[src/rtl/kf_mem_bank.sv]
// kf_mem_bank: DEPTH x W register bank with valid bits, zero-sweep init FSM
// and NACC saturating accumulator channels.
module kf_mem_bank #(
    parameter int W       = 24,
    parameter int DEPTH   = 40,
    parameter int ADDRW   = 6,
    parameter int NACC    = 2,
    parameter int FORWARD = 1
) (
    input  logic                 clk,
    input  logic                 rst,
    input  logic                 init_req,
    output logic                 init_busy,
    input  logic                 we,
    input  logic [ADDRW-1:0]     waddr,
    input  logic [W-1:0]         wdata,
    input  logic [ADDRW-1:0]     raddr_a,
    input  logic [ADDRW-1:0]     raddr_b,
    output logic [W-1:0]         rdata_a,
    output logic [W-1:0]         rdata_b,
    output logic                 rvalid_a,
    output logic                 rvalid_b,
    input  logic [2*NACC-1:0]    acc_op,
    input  logic [W*NACC-1:0]    acc_d,
    output logic [W*NACC-1:0]    acc_q,
    output logic [NACC-1:0]      acc_ovf
);

    typedef enum logic {IDLE, SWEEP} state_t;

    localparam logic [ADDRW:0]   DEPTH_L = (ADDRW+1)'(DEPTH);
    localparam logic [ADDRW-1:0] LAST    = ADDRW'(DEPTH-1);

    state_t           state, state_nx;
    logic [ADDRW-1:0] ptr, ptr_nx;
    logic [W-1:0]     mem [DEPTH];
    logic [DEPTH-1:0] valid;

    logic             wr_en;
    logic             wr_val;
    logic [ADDRW-1:0] wr_addr;
    logic [W-1:0]     wr_data;

    // Single effective write per cycle: the sweep owns the port while active.
    always_comb begin
        state_nx = state;
        ptr_nx   = ptr;
        wr_en    = 1'b0;
        wr_val   = 1'b1;
        wr_addr  = waddr;
        wr_data  = wdata;
        unique case (state)
            IDLE: begin
                wr_en = we && ({1'b0, waddr} < DEPTH_L);
                if (init_req) begin
                    state_nx = SWEEP;
                    ptr_nx   = '0;
                end
            end
            SWEEP: begin
                wr_en   = 1'b1;
                wr_val  = 1'b0;
                wr_addr = ptr;
                wr_data = '0;
                ptr_nx  = ptr + 1'b1;
                if (ptr == LAST) begin
                    state_nx = IDLE;
                    ptr_nx   = '0;
                end
            end
            default: ;
        endcase
        if (rst) wr_en = 1'b0;
    end

    always_ff @(posedge clk) begin
        if (rst) begin
            state <= IDLE;
            ptr   <= '0;
            valid <= '0;
        end else begin
            state <= state_nx;
            ptr   <= ptr_nx;
            if (wr_en) valid[wr_addr] <= wr_val;
        end
    end

    // Data bank has no reset; rst already suppresses wr_en.
    always_ff @(posedge clk) begin
        if (wr_en) mem[wr_addr] <= wr_data;
    end

    function automatic logic [W:0] rd(input logic [ADDRW-1:0] a);
        if ({1'b0, a} >= DEPTH_L) return '0;
        if (FORWARD != 0 && wr_en && a == wr_addr) return {wr_val, wr_data};
        return {valid[a], mem[a]};
    endfunction

    assign {rvalid_a, rdata_a} = rd(raddr_a);
    assign {rvalid_b, rdata_b} = rd(raddr_b);
    assign init_busy = (state == SWEEP);

    for (genvar k = 0; k < NACC; k++) begin : g_acc
        logic [W-1:0] acc;
        logic [W-1:0] d;
        logic [1:0]   op;
        logic [W:0]   sum;
        logic         sat;
        logic         ovf;

        assign d   = acc_d[k*W +: W];
        assign op  = acc_op[2*k +: 2];
        assign sum = {acc[W-1], acc} + {d[W-1], d};
        assign sat = sum[W] ^ sum[W-1];

        always_ff @(posedge clk) begin
            if (rst) begin
                acc <= '0;
                ovf <= 1'b0;
            end else begin
                unique case (op)
                    2'b01: acc <= d;
                    2'b10: begin
                        if (sat) begin
                            acc <= sum[W] ? {1'b1, {(W-1){1'b0}}}
                                          : {1'b0, {(W-1){1'b1}}};
                            ovf <= 1'b1;
                        end else begin
                            acc <= sum[W-1:0];
                        end
                    end
                    2'b11: begin
                        acc <= '0;
                        ovf <= 1'b0;
                    end
                    default: ;
                endcase
            end
        end

        assign acc_q[k*W +: W] = acc;
        assign acc_ovf[k]      = ovf;
    end

endmodule

[config.mk]
export PLATFORM = sky130hd
export DESIGN_NAME = kf_mem_bank
export DESIGN_NICKNAME = d
export VERILOG_FILES = /design/src/rtl/kf_mem_bank.sv
export SDC_FILE = /design/constraint.sdc
export NUM_CORES = 1
export LEC_CHECK = 0
export CAP_MARGIN = 20
export CORE_MARGIN = 4
export CORE_UTILIZATION = 23
export CTS_CLUSTER_SIZE = 40
export DETAILED_ROUTE_END_ITERATION = 12
export PLACE_DENSITY = 0.39
export SLEW_MARGIN = 10
export SYNTH_ARGS = -nofsm -noshare
export SYNTH_HDL_FRONTEND = slang
export SYNTH_SLANG_ARGS = --single-unit
[constraint.sdc]
create_clock -name clk -period 4.51 [get_ports clk]
set_clock_uncertainty 0.05 [all_clocks]
set_input_delay 0.6765 -clock clk [delete_from_list [all_inputs] [get_ports clk]]
set_output_delay 0.6765 -clock clk [all_outputs]
set_load 0.03 [all_outputs]
==> impl_metrics.yaml, run 1 <==
worst_setup_path:
  arrival_ns: 3.57
  end_kind: "primary output"
  crit_required_ns: 3.78
  critPathMaxFanout: 21
  startpoint_type: "flip-flop"
  r2r_start: "g_acc[0].acc[0]"
  r2r_setup_slack_ns: 1.00
  crit_path_end: "rdata_a[17]"
  critPathLaunch: "init_busy"
  critical_path_class: "reg -> out"
  worstRegToRegCells: 11
  r2r_end: "g_acc[0].acc[21]"
sta:
  fin_crit_sh_pct: 95.3
  whs_ns: 0.159
  period_minus_slack_ns: 4.30
  slew_headroom_pct: 47.4
  finalHoldViolCount: 0
  tightest_slew_ns: 0.787
  fmax_mhz: 233
  final_max_slew_viol_count: 0
  setup_viol: 0
  rsz0062_at_grt: "false"
  final.setup.tns_ns: 0
pwr:
  finalPower_mw: 23.7
  power.density_nw_per_um2: 372
  peakVddDrop_uv: 279
  p_leak_nw: 20.4
cts:
  clockBufferDepth: 3
  clock_sinks: 1057
  cts_setup_buffers: 0
  cts_tree: "done"
  cts_root_buf: "clkbuf_16"
  cts_inserted_buffers: 116
  clk_latency_ns: 0.75
  htree_levels: 3
  clkTransAtPathRegs_ns: 0.06
routing:
  num_vias: 30619
  via_per_inst: 4.85
  drt_wl_total_um: 184000
  drt_first_iter_violations: 2314
  drc: 0
  firstDrtPassIters: 5
  detail_route.wl_per_cell_um: 29.1
  antenna_left: 0
place:
  io_buffers: 198
  gp_congestion: 0.758
  hpwl_um: 115000
logic_synthesis:
  synth_top_area_share_pct: 55.1
  async_flop_share_pct: 0
  synth-seq-cells: 1057
  synth_ff_type: "edfxtp_1"
  ys_seq_area_share_pct: 58.8
  synthTopCellsByArea: "edfxtp_1, mux4_2, dfxtp_1"
  synth.yosys.warnings: 0
  synth.distinct_cells: 72
  synth_edf_count: 960
  syn_area_um2: 52300
  synth_nets: 3080
  avgSynthCellArea_um2: 17.9
  syn_inst: 2931
  synth_top_area_cell: "edfxtp_1"
layout:
  final_core_util_pct: 28.3
  final_nets: 3367
  final_common_cell: "edfxtp_1"
  fillers: 22416
  multiInputGateArea_um2: 20500
  area_growth_pct: 22.0
  final_cell_mix: "edfxtp_1, mux4_2, nor2_1"
  layout-drive-gt1-share_pct: 34.9
  seqCellArea_um2: 30800
run:
  cap_violations: 0
status:
  status: "finished, final reports clean"
global_route:
  antenna_found_initial: 15
  overflow: 0
  grt_pass1_wl_um: 258000
  track_usage_pct: 15.4
  grt_pass1_vias: 31742
  grt_max_degree: 62
floorplanning:
  core-area_um2: 226000
  die_h_um: 485
  die_area_um2: 235000
  die_w_um: 485
  io_pins: 199
  rows: 174
  initial_core_util_pct: 23.2
min_path:
  holdCritStartpoint: "rst"
  min_path_type: "in -> reg"
## per-layer routing
metal / up-vias / global-route usage [%] / share of wire, %
met5: - / 0 / 0.0071
met4: 2 / 3.65 / 1.9
met3: 183 / 2.33 / 4.6
met2: 781 / 25.5 / 48
met1: 16698 / 21.1 / 45
li1: 12955 / - / -
## state kept, by name, summed over array words and instances (netlist names)
signal,count
g_acc.acc,48
g_acc.ovf,2
init_busy,1
mem,960
ptr,6
valid,40
## per-stage QoR
step | setup slack [ns] | area (um2) | std cells
4_1_cts | 0.0748 | 63700 | 6305
5_1_grt | 0.0200 | 63800 | 6310
3_3_place_gp | 0.202 | 59700 | 6083
3_5_place_dp | 0.245 | 59800 | 6088
6_report | 0.214 | 63800 | 6315
2_1_floorplan | -0.0232 | 52300 | 2931
## worst max-delay path, cell delays in order (launching register included)
cell and delay, ns:
dfxtp_4 0.47, buf_4 0.29, mux2i_1 0.22, buf_4 0.19, xnor2_1 0.09, nor4_1 0.29
and4_1 0.30, nand2_1 0.18, buf_4 0.28, o22ai_1 0.31, buf_12 0.16
## report_power, final
part           internal [mW]  switching (mW)  total, mW
registers               10.8          0.0600       10.9
clock network           5.59            4.16       9.75
logic                   1.35            1.78       3.13
total                   17.8            6.00       23.7
## cells by family after synthesis
family          share of synthesized area (%)
xor+xnor                                0.957
flops                                    58.8
buf+inv                                  2.24
fa+ha+maj                                1.25
mux                                      28.0
simple gates                             3.19
compound gates                           5.53
## timing repair
action / 4_1_cts / 5_1_grt
gates cloned: 1 / 0
pin swaps: 1 / 0
setup endpoints to repair: 18 / 21
gates resized for setup: 3 / 2
hold buffers: 0 / 0
## worst min path at each step
stage	to	slack [ns]	cells after the start
floorplan	valid[10]	0.43	2
global placement	valid[3]	0.45	2
detailed placement	valid[3]	0.45	2
CTS	ptr[5]	0.08	2
global route	ptr[5]	0.12	2
finish	ptr[4]	0.16	2
## cell usage after synthesis, drive strengths merged, types with 4 or more instances
master / instances
nor2: 139
and3: 6
ha: 49
buf: 110
xor2: 23
mux4: 598
a211oi: 90
inv: 43
mux2i: 64
a21oi: 61
nand2b: 7
nand3: 11
mux2: 49
nor2b: 4
o21a: 6
nor3: 16
o211ai: 34
o22ai: 26
o21ai: 118
and2: 38
o21bai: 38
nor4: 10
clkbuf: 110
or2: 5
nand2: 106
dfxtp: 97
a31oi: 8
nor3b: 7
a21o: 18
xnor2: 32
edfxtp: 960
## final cells by class
cell class	count	area share (%)
antenna	7	0.0274
clock buffer	134	4.72
clock inverter	82	1.33
inverter	43	0.253
multi-input combinational	1612	32.1
sequential	1057	48.2
tap	2992	5.87
timing repair buffer	388	7.47
Power figures use the tool's default switching activity.
==> run 2: changes to the inputs <==
Settings changed: CORE_MARGIN 4 to default, RECOVER_POWER from default to 50.
==> run 2 against run 1 <==
Effect of this change:
- the run now ends with capacitance limit, slew limit left
- sequential share of layout area up 0.068 points
- die area shrank 2.5%
- critical path depth shrank 1
- largest power group unchanged
==> impl_metrics.yaml, run 2 (same netlist as run 1, synthesis figures left out) <==
worst_setup_path:
  critPathTopFamily: "simple AND/OR/NAND/NOR gates"
  critPathMaxStageDelay_ns: 0.50
  path_buf_inv: 3
  startpoint_type: "flip-flop"
  worstRegToRegCells: 6
  crit_required_ns: 3.78
  critical-path-top-cell-by-count: "buf_4"
  arrival_ns: 3.45
  cp_cell_sequence: "mux2i_1, buf_4, xnor2_1, nor4_1, and4_1, nand2b_1, buf_4, o22ai_1, buf_12"
  critPathMaxFanout: 22
  r2r_setup_slack_ns: 0.44
  r2r_start: "init_busy"
  slowest_stage: "dfxtp_4"
  end_kind: "primary output"
  critical_path_class: "reg -> out"
  r2r_end: "mem[25][9]"
pwr:
  power.density_nw_per_um2: 374
  peakVddDrop_uv: 309
  p_leak_nw: 20.6
  finalPower_mw: 23.8
status:
  status: "finished with violations"
  violations: "capacitance limit, slew limit"
cts:
  htree_levels: 3
  clockBufferDepth: 3
  clkTransAtPathRegs_ns: 0.06
  cts_inserted_buffers: 119
  cts_root_buf: "clkbuf_16"
  cts_tree: "done"
  clock_sinks: 1057
  clk_latency_ns: 0.75
  cts.hold.buffers_added: 0
sta:
  final.setup.tns_ns: 0
  period_minus_slack_ns: 4.18
  finalHoldViolCount: 0
  setup_viol: 0
  fin_crit_sh_pct: 92.7
  fmax_mhz: 239
  whs_ns: 0.458
  final_max_slew_viol_count: 487
  slew_headroom_pct: -58.2
  rsz0062_at_grt: "false"
  setup_ws_ns: 0.330
  tightest_slew_ns: 2.37
routing:
  antenna_left: 0
  num_vias: 30570
  detail_route.wl_per_cell_um: 28.8
  drt_first_iter_violations: 2558
  firstDrtPassIters: 5
  drc: 0
  via_per_inst: 4.82
  drt_wl_total_um: 183000
layout:
  final_cell_mix: "edfxtp_1, mux4_2, nor2_1"
  top_register: "mem"
  final_nets: 3399
  largest_register_ff_count: 960
  final_common_cell: "edfxtp_1"
  area_growth_pct: 21.8
  fillers: 22591
  final_cells: 6345
  reg_top3: "mem: 960 flops, g_acc.acc: 48 flops, valid: 40 flops"
  layout-drive-gt1-share_pct: 34.5
min_path:
  min_to: "valid[22]"
  min_path_type: "reg -> reg"
  holdCritStartpoint: "valid[22]"
  worstHoldPathCells: 2
global_route:
  track_usage_pct: 15.7
  grt_pass1_vias: 32091
  antenna_found_initial: 13
  overflow: 0
  grt_pass1_wl_um: 255000
  grt_max_degree: 52
place:
  dp_slack_ns: 0.371
  hpwl_um: 117000
  place_inst: 6119
  gp_congestion: 0.759
  io_buffers: 198
floorplanning:
  rows: 174
  io_pins: 199
  core-area_um2: 226000
  initial_core_util_pct: 23.2
  die_h_um: 479
  die_area_um2: 229000
  die_w_um: 479
run:
  cap_violations: 15
## run 2: cell types whose count changed in the layout (fill, tap and decap cells not counted), sizes merged
cell | previous run | this run
bufinv | 14 | 11
diode | 7 | 5
buf | 253 | 245
dlygate4sd3 | 0 | 31
clkbuf | 134 | 186
nor2 | 140 | 139
clkinv | 48 | 56
clkdlybuf4s50 | 135 | 104
clkinvlp | 17 | 1
## run 2: layout make-up
type,instances,area (um2),area share (%)
clock inverter,71,679,1.07
sequential,1057,30800,48.3
timing repair buffer,418,4680,7.34
clock buffer,148,3230,5.07
multi-input combinational,1611,20500,32.1
tap,2992,3740,5.87
antenna,5,12.5,0.0196
inverter,43,161,0.253
## run 2: worst reg2reg max path: cells and delay by family, from the launching register on
kind,cells,cell delay [ns]
and+or+nand+nor,1,0.22
buffers and inverters,5,2.84
DFF,1,0.42
## run 2: where the power goes
group          switching [mW]  internal (mW)
Combinational            1.78           1.33
Sequential             0.0588           10.8
Clock                    4.18           5.68
Total                    6.01           17.8
## run 2: repair_timing
| item | in CTS | in global routing |
|---|---|---|
| buffers inserted | 0 | 0 |
| gates resized for setup | 0 | 5 |
| endpoints found under the setup margin | 0 | 25 |
## run 2: metrics by stage
step / util (%) / instance area [um2]
2_1_floorplan: - / 52300
3_3_place_gp: 26.6 / 60000
3_5_place_dp: 26.6 / 60100
4_1_cts: 28.4 / 64000
5_1_grt: 28.3 / 63700
6_report: 28.3 / 63700
## run 2: routing by layer
layer | GRT usage, % | part of all wire (%) | vias to the layer above | wire length, um
met2 | 26.2 | 48 | 835 | 88300
met1 | 21.3 | 45 | 16517 | 81600
met3 | 2.39 | 4.9 | 197 | 8900
met4 | 3.91 | 2.1 | 2 | 3870
li1 | - | - | 13019 | -
met5 | 0 | 0.0071 | - | 13
## run 2: worst max-delay path by stage
stage                from     endpoint  slack [ns]  cells past startpoint
3_5_place_dp   raddr_a[0]  rdata_a[21]        0.37                      9
2_1_floorplan   init_busy    valid[16]       -0.02                      5
5_1_grt         init_busy  rdata_a[11]        0.09                      9
3_3_place_gp   raddr_a[0]  rdata_a[16]        0.39                      8
4_1_cts         init_busy  rdata_a[14]        0.04                      8
6_report        init_busy  rdata_a[14]        0.33                      9
==> run 3: changes to the inputs <==
Settings changed: GPL_TIMING_DRIVEN from default to 0.
==> run 3 against run 2 <==
Effect of this change:
- the run ends with capacitance limit, slew limit, setup timing left
- wire length grew 18%
- non-clock buffer count is 77 higher
- first-iteration DRC count grew 32%
- utilization fell by 0.11 points
- critical path type is now in -> out
- highest routed layer unchanged
==> impl_metrics.yaml, run 3 (same netlist as run 1, synthesis figures left out) <==
pwr:
  p_comb_share_pct: 13.3
  peakVddDrop_uv: 319
  clockPowerShare_pct: 42.1
  power_switching_mw: 6.48
  finalPower_mw: 24.4
  seqPwrFrac_pct: 44.6
  p_int_mw: 17.9
  p_leak_nw: 20.5
  switching_share_pct: 26.6
  power.density_nw_per_um2: 384
sta:
  finalHoldViolCount: 0
  setup_ws_ns: -0.0304
  whs_ns: 0.349
  slew_headroom_pct: -38.7
  period_minus_slack_ns: 4.54
  final.setup.tns_ns: -0.0489
  setup_viol: 2
  fin_crit_sh_pct: 101
  fmax_mhz: 220
  rsz0062_at_grt: "true"
  final_max_slew_viol_count: 178
  tightest_slew_ns: 2.08
place:
  gp_congestion: 0.785
  hpwl_um: 147000
  io_buffers: 185
layout:
  layout-drive-gt1-share_pct: 32.6
  final_core_util_pct: 28.1
  reg_top3: "mem: 960 flops, g_acc.acc: 48 flops, valid: 40 flops"
  fillers: 22672
  final_common_cell: "edfxtp_1"
  area_growth_pct: 21.3
  final_nets: 3487
  final_cell_mix: "edfxtp_1, mux4_2, nor2_1"
  top_register: "mem"
  largest_register_ff_count: 960
global_route:
  overflow: 0
  grt_pass1_vias: 32748
  grt_max_degree: 41
  track_usage_pct: 18.6
  antenna_found_initial: 13
  grt_pass1_wl_um: 291000
floorplanning:
  die_w_um: 479
  initial_core_util_pct: 23.2
  die_h_um: 479
  io_pins: 199
  core-area_um2: 226000
  die_area_um2: 229000
  rows: 174
routing:
  drc: 0
  topRoutingLayerUsed: "met5"
  via_per_inst: 5.04
  route.met2.wl_um: 101000
  wl_met3_um: 12600
  drt_first_iter_violations: 3378
  met1_length_um: 96700
  num_vias: 32463
  drt_wl_total_um: 215000
  detail_route.wl_per_cell_um: 33.4
  firstDrtPassIters: 5
  antenna_left: 0
worst_setup_path:
  critPathMaxFanout: 10
  end_kind: "primary output"
  critical_path_class: "in -> out"
  cp_cell_sequence: "clkbuf_2, buf_4, buf_2, mux4_2, mux2_2, o211ai_1, o21ai_1, clkdlybuf4s50_1"
  crit_required_ns: 3.78
  critPathMaxStageDelay_ns: 0.60
  slowest_stage: "clkdlybuf4s50_1"
  startpoint_type: "input port"
  arrival_ns: 3.81
cts:
  clkTransAtPathRegs_ns: 0.06
  htree_levels: 4
  cts_tree: "done"
  clock_sinks: 1057
  clk_latency_ns: 0.78
  cts_root_buf: "clkbuf_16"
  cts.hold.buffers_added: 0
  clockBufferDepth: 3
  cts_inserted_buffers: 130
status:
  violations: "capacitance limit, slew limit, setup timing"
  status: "finished with violations"
run:
  cap_violations: 9
min_path:
  min_path_type: "in -> reg"
## run 3: changes by cell type in the layout (fill, tap and decap cells not counted), sizes merged, moves of 7 or more
cell,change
clkdlybuf4s15,+10
dlygate4sd2,+26
clkbuf,+147
buf,-87
clkinv,-7
clkdlybuf4s50,-18
dlygate4sd3,+21
## run 3: power groups by stage
| stage | clock [mW] | combinational, mW | sequential, mW |
|---|---|---|---|
| 4_1_cts | 10.5 | 3.30 | 10.9 |
| 3_3_place_gp | 0 | 3.21 | 11.1 |
| 2_1_floorplan | 0 | 1.79 | 11.1 |
| 5_1_grt | 10.8 | 3.41 | 10.9 |
| 6_report | 10.3 | 3.24 | 10.9 |
| 3_5_place_dp | 0 | 3.27 | 11.1 |
## run 3: final timing paths
kind / from / endpoint / slack [ns] / depth (start not counted)
worst max-delay path: raddr_b[2] / rdata_b[2] / -0.03 / 8
worst min-delay path: acc_op[0] / g_acc[0].acc[23] / 0.35 / 3
worst max register to register: init_busy / mem[11][12] / 0.21 / 6
worst min register to register: valid[38] / valid[38] / 0.46 / 2
## run 3: cell type report
| cell class | count | area [um2] | area share [%] |
|---|---|---|---|
| flip-flops and latches | 1057 | 30800 | 48.5 |
| repair buffers | 275 | 2750 | 4.33 |
| clock inverters | 64 | 547 | 0.861 |
| well taps | 2992 | 3740 | 5.90 |
| clock buffers | 172 | 3530 | 5.56 |
| diodes | 1 | 2.50 | 0.00394 |
| plain buffers | 220 | 1440 | 2.27 |
| multi-input cells | 1611 | 20500 | 32.4 |
| inverters | 43 | 161 | 0.254 |
## run 3: routing by layer
layer / global-route usage, % / vias to the layer above
met5: 0 / -
li1: - / 13204
met1: 25.8 / 17895
met2: 30.0 / 1149
met4: 4.27 / 4
met3: 3.45 / 211
## run 3: worst max-delay path: cells and delay by family
family / cells / cell delay [ns]
mux: 2 / 0.78
buf+inv: 4 / 1.95
compound gates: 2 / 0.36
## run 3: timing repair
item | in CTS | in global routing
setup buffers | 1 | 0
resized for setup | 226 | 36
setup endpoints to repair | 50 | 28
pin swaps | 1 | 0
## run 3: metrics by stage
step                area (um2)  setup slack (ns)  cells
finish                   63500           -0.0304   6435
global route             63500           -0.0651   6434
CTS                      63900           -0.0354   6434
detailed placement       59400             -1.62   6197
global placement         57900             -6.98   6108
floorplan                52300           -0.0232   2931
==> variant 1, RTL diff (settings of run 2) <==
`DEPTH`: 40 -> 80.
--- a/src/rtl/kf_mem_bank.sv
+++ b/src/rtl/kf_mem_bank.sv
@@ -4,3 +4,3 @@
     parameter int W       = 24,
-    parameter int DEPTH   = 40,
+    parameter int DEPTH   = 80,
     parameter int ADDRW   = 6,
Function: changed (Yosys sat finds a counterexample within 4 cycles, from zero or initial values and one cycle with rst high).
==> variant 1 against run 2 <==
The run still ends with capacitance limit, slew limit left. Core utilization decreased by 0.20 points. Area after synthesis increased by 53%. Sequential cell count increased by 600. Sequential power increased by 56%. Power increased by 56%. Routed wire length increased by 60%. Non-clock buffer count increased by 132. Final area increased by 53%. Setup slack got worse by 260 ps. Via count increased by 48%. Critical path type is now primary input to output port. Critical endpoint is now rdata_b[18]. Largest cell class unchanged. Largest power group unchanged. Highest routed layer unchanged.
==> variant 1: results (changes against run 2) <==
Outcome
  – Status: complete, but fails checks
  – Violated checks: capacitance limit, slew limit

Synth
  – Post-Synthesis Net Count: 4,304 (+40%)
  – Post-synth EDFFs: 1,536 (+60%)
  – Proportion of synthesized chip area in sequential cells: 0.606 (+0.0178)
  – Leading post-synthesis cells by instance count: 1,536 x sky130_fd_sc_hd__edfxtp_1, 1,001 x sky130_fd_sc_hd__mux4_2, 245 x sky130_fd_sc_hd__nor2_1

Route
  – Wirelength, routed: 292,000 µm (+60%)
  – Via count: 45,137 (+48%)

Power
  – Post-route total power: 37.2 mW (+56%)
  – Switching part of the total power: 0.247 (-0.00495)
  – Leakage power total: 30.5 nW (+48%)
  – Max IR drop VDD: 265 µV (-14%)
  – Pwr/cell area: 383 nW/µm² (+2.3%)
  – Combinational share of power: 0.120 (-0.010)

Place
  – Post-placement cell area: 91,200 µm² (+52%)
  – Post-placement cell count: 8,949 (+46%)
  – Setup WS pre-CTS: -48.5 ps (-420 ps)
  – Post-DP HPWL: 173,000 µm (+48%)
  – Routability Congestion: 0.808 (+6.5%)

STA
  – Final-layout worst hold slack: 462 ps (+4.23 ps)
  – Max Fclk: 225 MHz (-5.9%)
  – Count of pins over their slew limit: 598 (+23%)

Critical path
  – Source of the critical timing path: raddr_b[0]
  – Largest stage delay, worst path: 540 ps (+40 ps)
  – Minimum setup slack among reg-to-reg paths: 270 ps (-170 ps)
  – Critical path's slowest cell: sky130_fd_sc_hd__mux4_2
  – Endpoint arrival time on the critical path: 3710 ps (+260 ps)
  – Capturing point of the worst reg2reg path: mem[27][1]
  – Capture point of the critical path: rdata_b[18]
  – Register-to-Register Path Depth: 8 (+2)

Clocking
  – CTS buffer count: 196 (+65%)
  – Number of buffers inserted to repair setup after CTS: 7 (+7)
  – Clk buf depth: 4 (+1)
  – Max H-tree Level: 4 (+1)

Global route
  – Total routing usage reported by global routing: 0.165 (+0.00796)
  – Maximum number of pins on one net before global-route repair: 66 (+27%)
  – Vias in the first global route: 47,916 (+49%)
  – Number of antenna violations at the first check in global routing: 14 (+1)
  – First-pass GRT wire length: 404,000 µm (+59%)

Final layout
  – Final instance count without filler cells: 9,315 (+47%)
  – Net total in the final layout: 4,736 (+39%)
  – Number of inserted filler cells in the final layout: 34,358 (+52%)

Job
  – Maxcap violations: 19 (+4)

Hold path
  – End of the worst hold path: g_acc[0].acc[14]
  – Critical hold path startpoint: g_acc[0].acc[14]
variant 1: cell types whose count changed in the layout (fill, tap and decap cells not counted), moves of 49 or more:
cell | run 2 | this run
sky130_fd_sc_hd__clkbuf_16 | 121 | 201
sky130_fd_sc_hd__edfxtp_1 | 960 | 1536
sky130_fd_sc_hd__buf_4 | 132 | 223
sky130_fd_sc_hd__mux4_2 | 598 | 1001
sky130_fd_sc_hd__nor2_4 | 1 | 56
sky130_fd_sc_hd__nor2_1 | 138 | 187
variant 1: final cells by class:
| cell class | count | share of cell area |
|---|---|---|
| tap | 4578 | 0.0589 |
| antenna | 6 | 0.000154 |
| multi-input combinational | 2117 | 0.313 |
| clock inverter | 102 | 0.00942 |
| inverter | 65 | 0.00251 |
| timing repair buffer | 550 | 0.0629 |
| clock buffer | 240 | 0.0538 |
| sequential | 1657 | 0.499 |
variant 1: layer usage:
| metal | global-route usage | routed length, µm | part of all wire | vias up |
|---|---|---|---|---|
| met3 | 0.0190 | 12400 | 0.042 | 357 |
| met2 | 0.286 | 147000 | 0.50 | 1151 |
| met5 | 0 | 8 | 0.000027 | - |
| met1 | 0.215 | 122000 | 0.42 | 24932 |
| li1 | - | - | - | 18695 |
| met4 | 0.0551 | 10500 | 0.036 | 2 |
variant 1: cells by family (layout without fill, tap and decap cells):
family	count (synthesis)	after routing	share of synthesized area
xor gates and xnor gates	48	48	0.00534
AOI/OAI and AO/OA	418	418	0.0349
adders and majority gates	51	51	0.00815
and+or+nand+nor	489	489	0.0298
DFF	1657	1657	0.606
other	0	6	0
buffers and inverters	381	957	0.0200
muxes	1111	1111	0.296
variant 1: worst min-delay path: stages (launching register included):
cell	delay, ps
sky130_fd_sc_hd__dfxtp_1	320
sky130_fd_sc_hd__nor2_1	100
sky130_fd_sc_hd__a211oi_1	50
==> variant 2, RTL diff (config.mk and constraints of run 2) <==
Without the edit above. Register the input `acc_d` before use, without a reset. The logic sees it one clock later. The other inputs are not delayed to match.
--- a/src/rtl/kf_mem_bank.sv
+++ b/src/rtl/kf_mem_bank.sv
@@ -32,2 +32,8 @@
     localparam logic [ADDRW-1:0] LAST    = ADDRW'(DEPTH-1);
+
+    logic [W*NACC-1:0] acc_d_q;
+
+    always_ff @(posedge clk) begin
+        acc_d_q <= acc_d;
+    end
 
@@ -110,3 +116,3 @@
 
-        assign d   = acc_d[k*W +: W];
+        assign d   = acc_d_q[k*W +: W];
         assign op  = acc_op[2*k +: 2];
Formal check against the unedited RTL: not equivalent (a bounded check fails within 4 cycles, from zero or initial values and one cycle with rst high).
==> variant 2 against run 2 <==
The run still ends with capacitance limit, slew limit left. Final area up 3.5%. Area after synthesis up 2.9%. Die area up 2.9%. Routed wire length up 5.1%. Power up 5.1%. Clock power up 6%. Setup slack worse by 230 ps. Sequential cell count up 48.
==> variant 2: results (changes against run 2) <==
Final layout
  – Top Registers: mem (960), acc_d_q (48), g_acc.acc (48)
  – Multi-input logic area: 21,100 µm² (+3.0%)
  – Net total in the final layout: 3,618 (+6.4%)
  – Multi-input gates: 1,715 (+6.5%)
  – Share of layout cells above drive strength 1: 0.335 (-0.00948)
  – Clock distribution area overhead in the final layout: 0.0619 (+0.000603)
  – ANT cells: 6 (+1)
  – Clock buffer count: 171 (+16%)
  – Count of plain and timing-repair buffers in the layout: 483 (+16%)
  – Final instance count without filler cells: 6,709 (+5.7%)
  – Number of inserted filler cells in the final layout: 23,143 (+2.4%)

Floorplan
  – Tapcell count: 3,132 (+4.7%)

Clocking
  – Max H-tree Level: 4 (+1)
  – Clk sinks: 1,105 (+4.5%)
  – Insertion delay of the later-clocked pin in the worst-skew pair: 770 ps (+20 ps)

Hold path
  – Hold Crit Class: primary input to flop
  – Critical hold path startpoint: rst

Job
  – Maxcap violations: 5 (-10)

Power
  – Leakage power total: 21.6 nW (+5.1%)
  – Max IR drop VDD: 343 µV (+11%)

Critical path
  – Source of the critical timing path: raddr_a[0]
  – Crit Path Max Fanout: 31 (+41%)
  – Capturing point of the worst reg2reg path: mem[38][19]
  – Minimum setup slack among reg-to-reg paths: 300 ps (-140 ps)
  – Capture point of the critical path: rdata_a[4]
  – Endpoint arrival time on the critical path: 3680 ps (+230 ps)

Place
  – Post-placement cell count: 6,468 (+5.7%)
  – Post-DP HPWL: 122,000 µm (+4.8%)
  – Post-placement cell area: 61,900 µm² (+3.2%)

Synth
  – Leading post-synthesis cells by instance count: 960 x sky130_fd_sc_hd__edfxtp_1, 600 x sky130_fd_sc_hd__mux4_2, 196 x sky130_fd_sc_hd__nor2_1
  – Post-Synthesis Net Count: 3,232 (+4.9%)
  – Number of standard cells after synthesis: 3,083 (+5.2%)
  – Main area contributors after synthesis: sky130_fd_sc_hd__edfxtp_1 54%, sky130_fd_sc_hd__mux4_2 25%, sky130_fd_sc_hd__dfxtp_1 5.4%
  – Count of distinct cell types in the synthesized netlist: 75 (+4.2%)

STA
  – Count of pins over their slew limit: 95 (-80%)

Outcome
  – Status: complete, but fails checks
  – Violated checks: capacitance limit, slew limit

Route
  – Iteration-0 DRC count of the detailed router: 2,535 (-0.90%)
  – Routed via count divided by cell count: 4.79 (-0.51%)

Global route
  – Met2 track demand over resource: 0.272 (+0.0102)
  – GRT met1 Usage: 0.220 (+0.00659)
[variant 2: power breakdown]
part           switching (mW)  total [mW]  internal, mW
sequential             0.0860        11.4          11.3
combinational            1.89        3.28          1.39
clock                    4.45        10.4          5.94
[variant 2: critical path: cells and delay by family]
kind,cells,cell delay [ps]
buffers and inverters,5,920
multiplexers,3,1440
AND/OR/NAND/NOR,2,240
AO/OA/AOI/OAI,2,310
[variant 2: kinds of logic after synthesis]
family,share of synthesized area
muxes,0.271
AOI/OAI and AO/OA,0.0541
buffers and inverters,0.0221
DFF,0.589
xor gates and xnor gates,0.00732
adders and majority gates,0.0121
and+or+nand+nor,0.0439
[variant 2: repair_timing]
item                                    4_1_cts  5_1_grt
endpoints found under the setup margin        5        4
endpoints found under the hold margin         0        0
setup buffers                                 0        1
pin swaps                                     0        0
resized for setup                             6        2
[variant 2: routing by layer]
metal,routed length [µm],part of all wire
met5,0,0
met4,3220,0.017
met3,8070,0.042
met2,94400,0.49
met1,86400,0.45
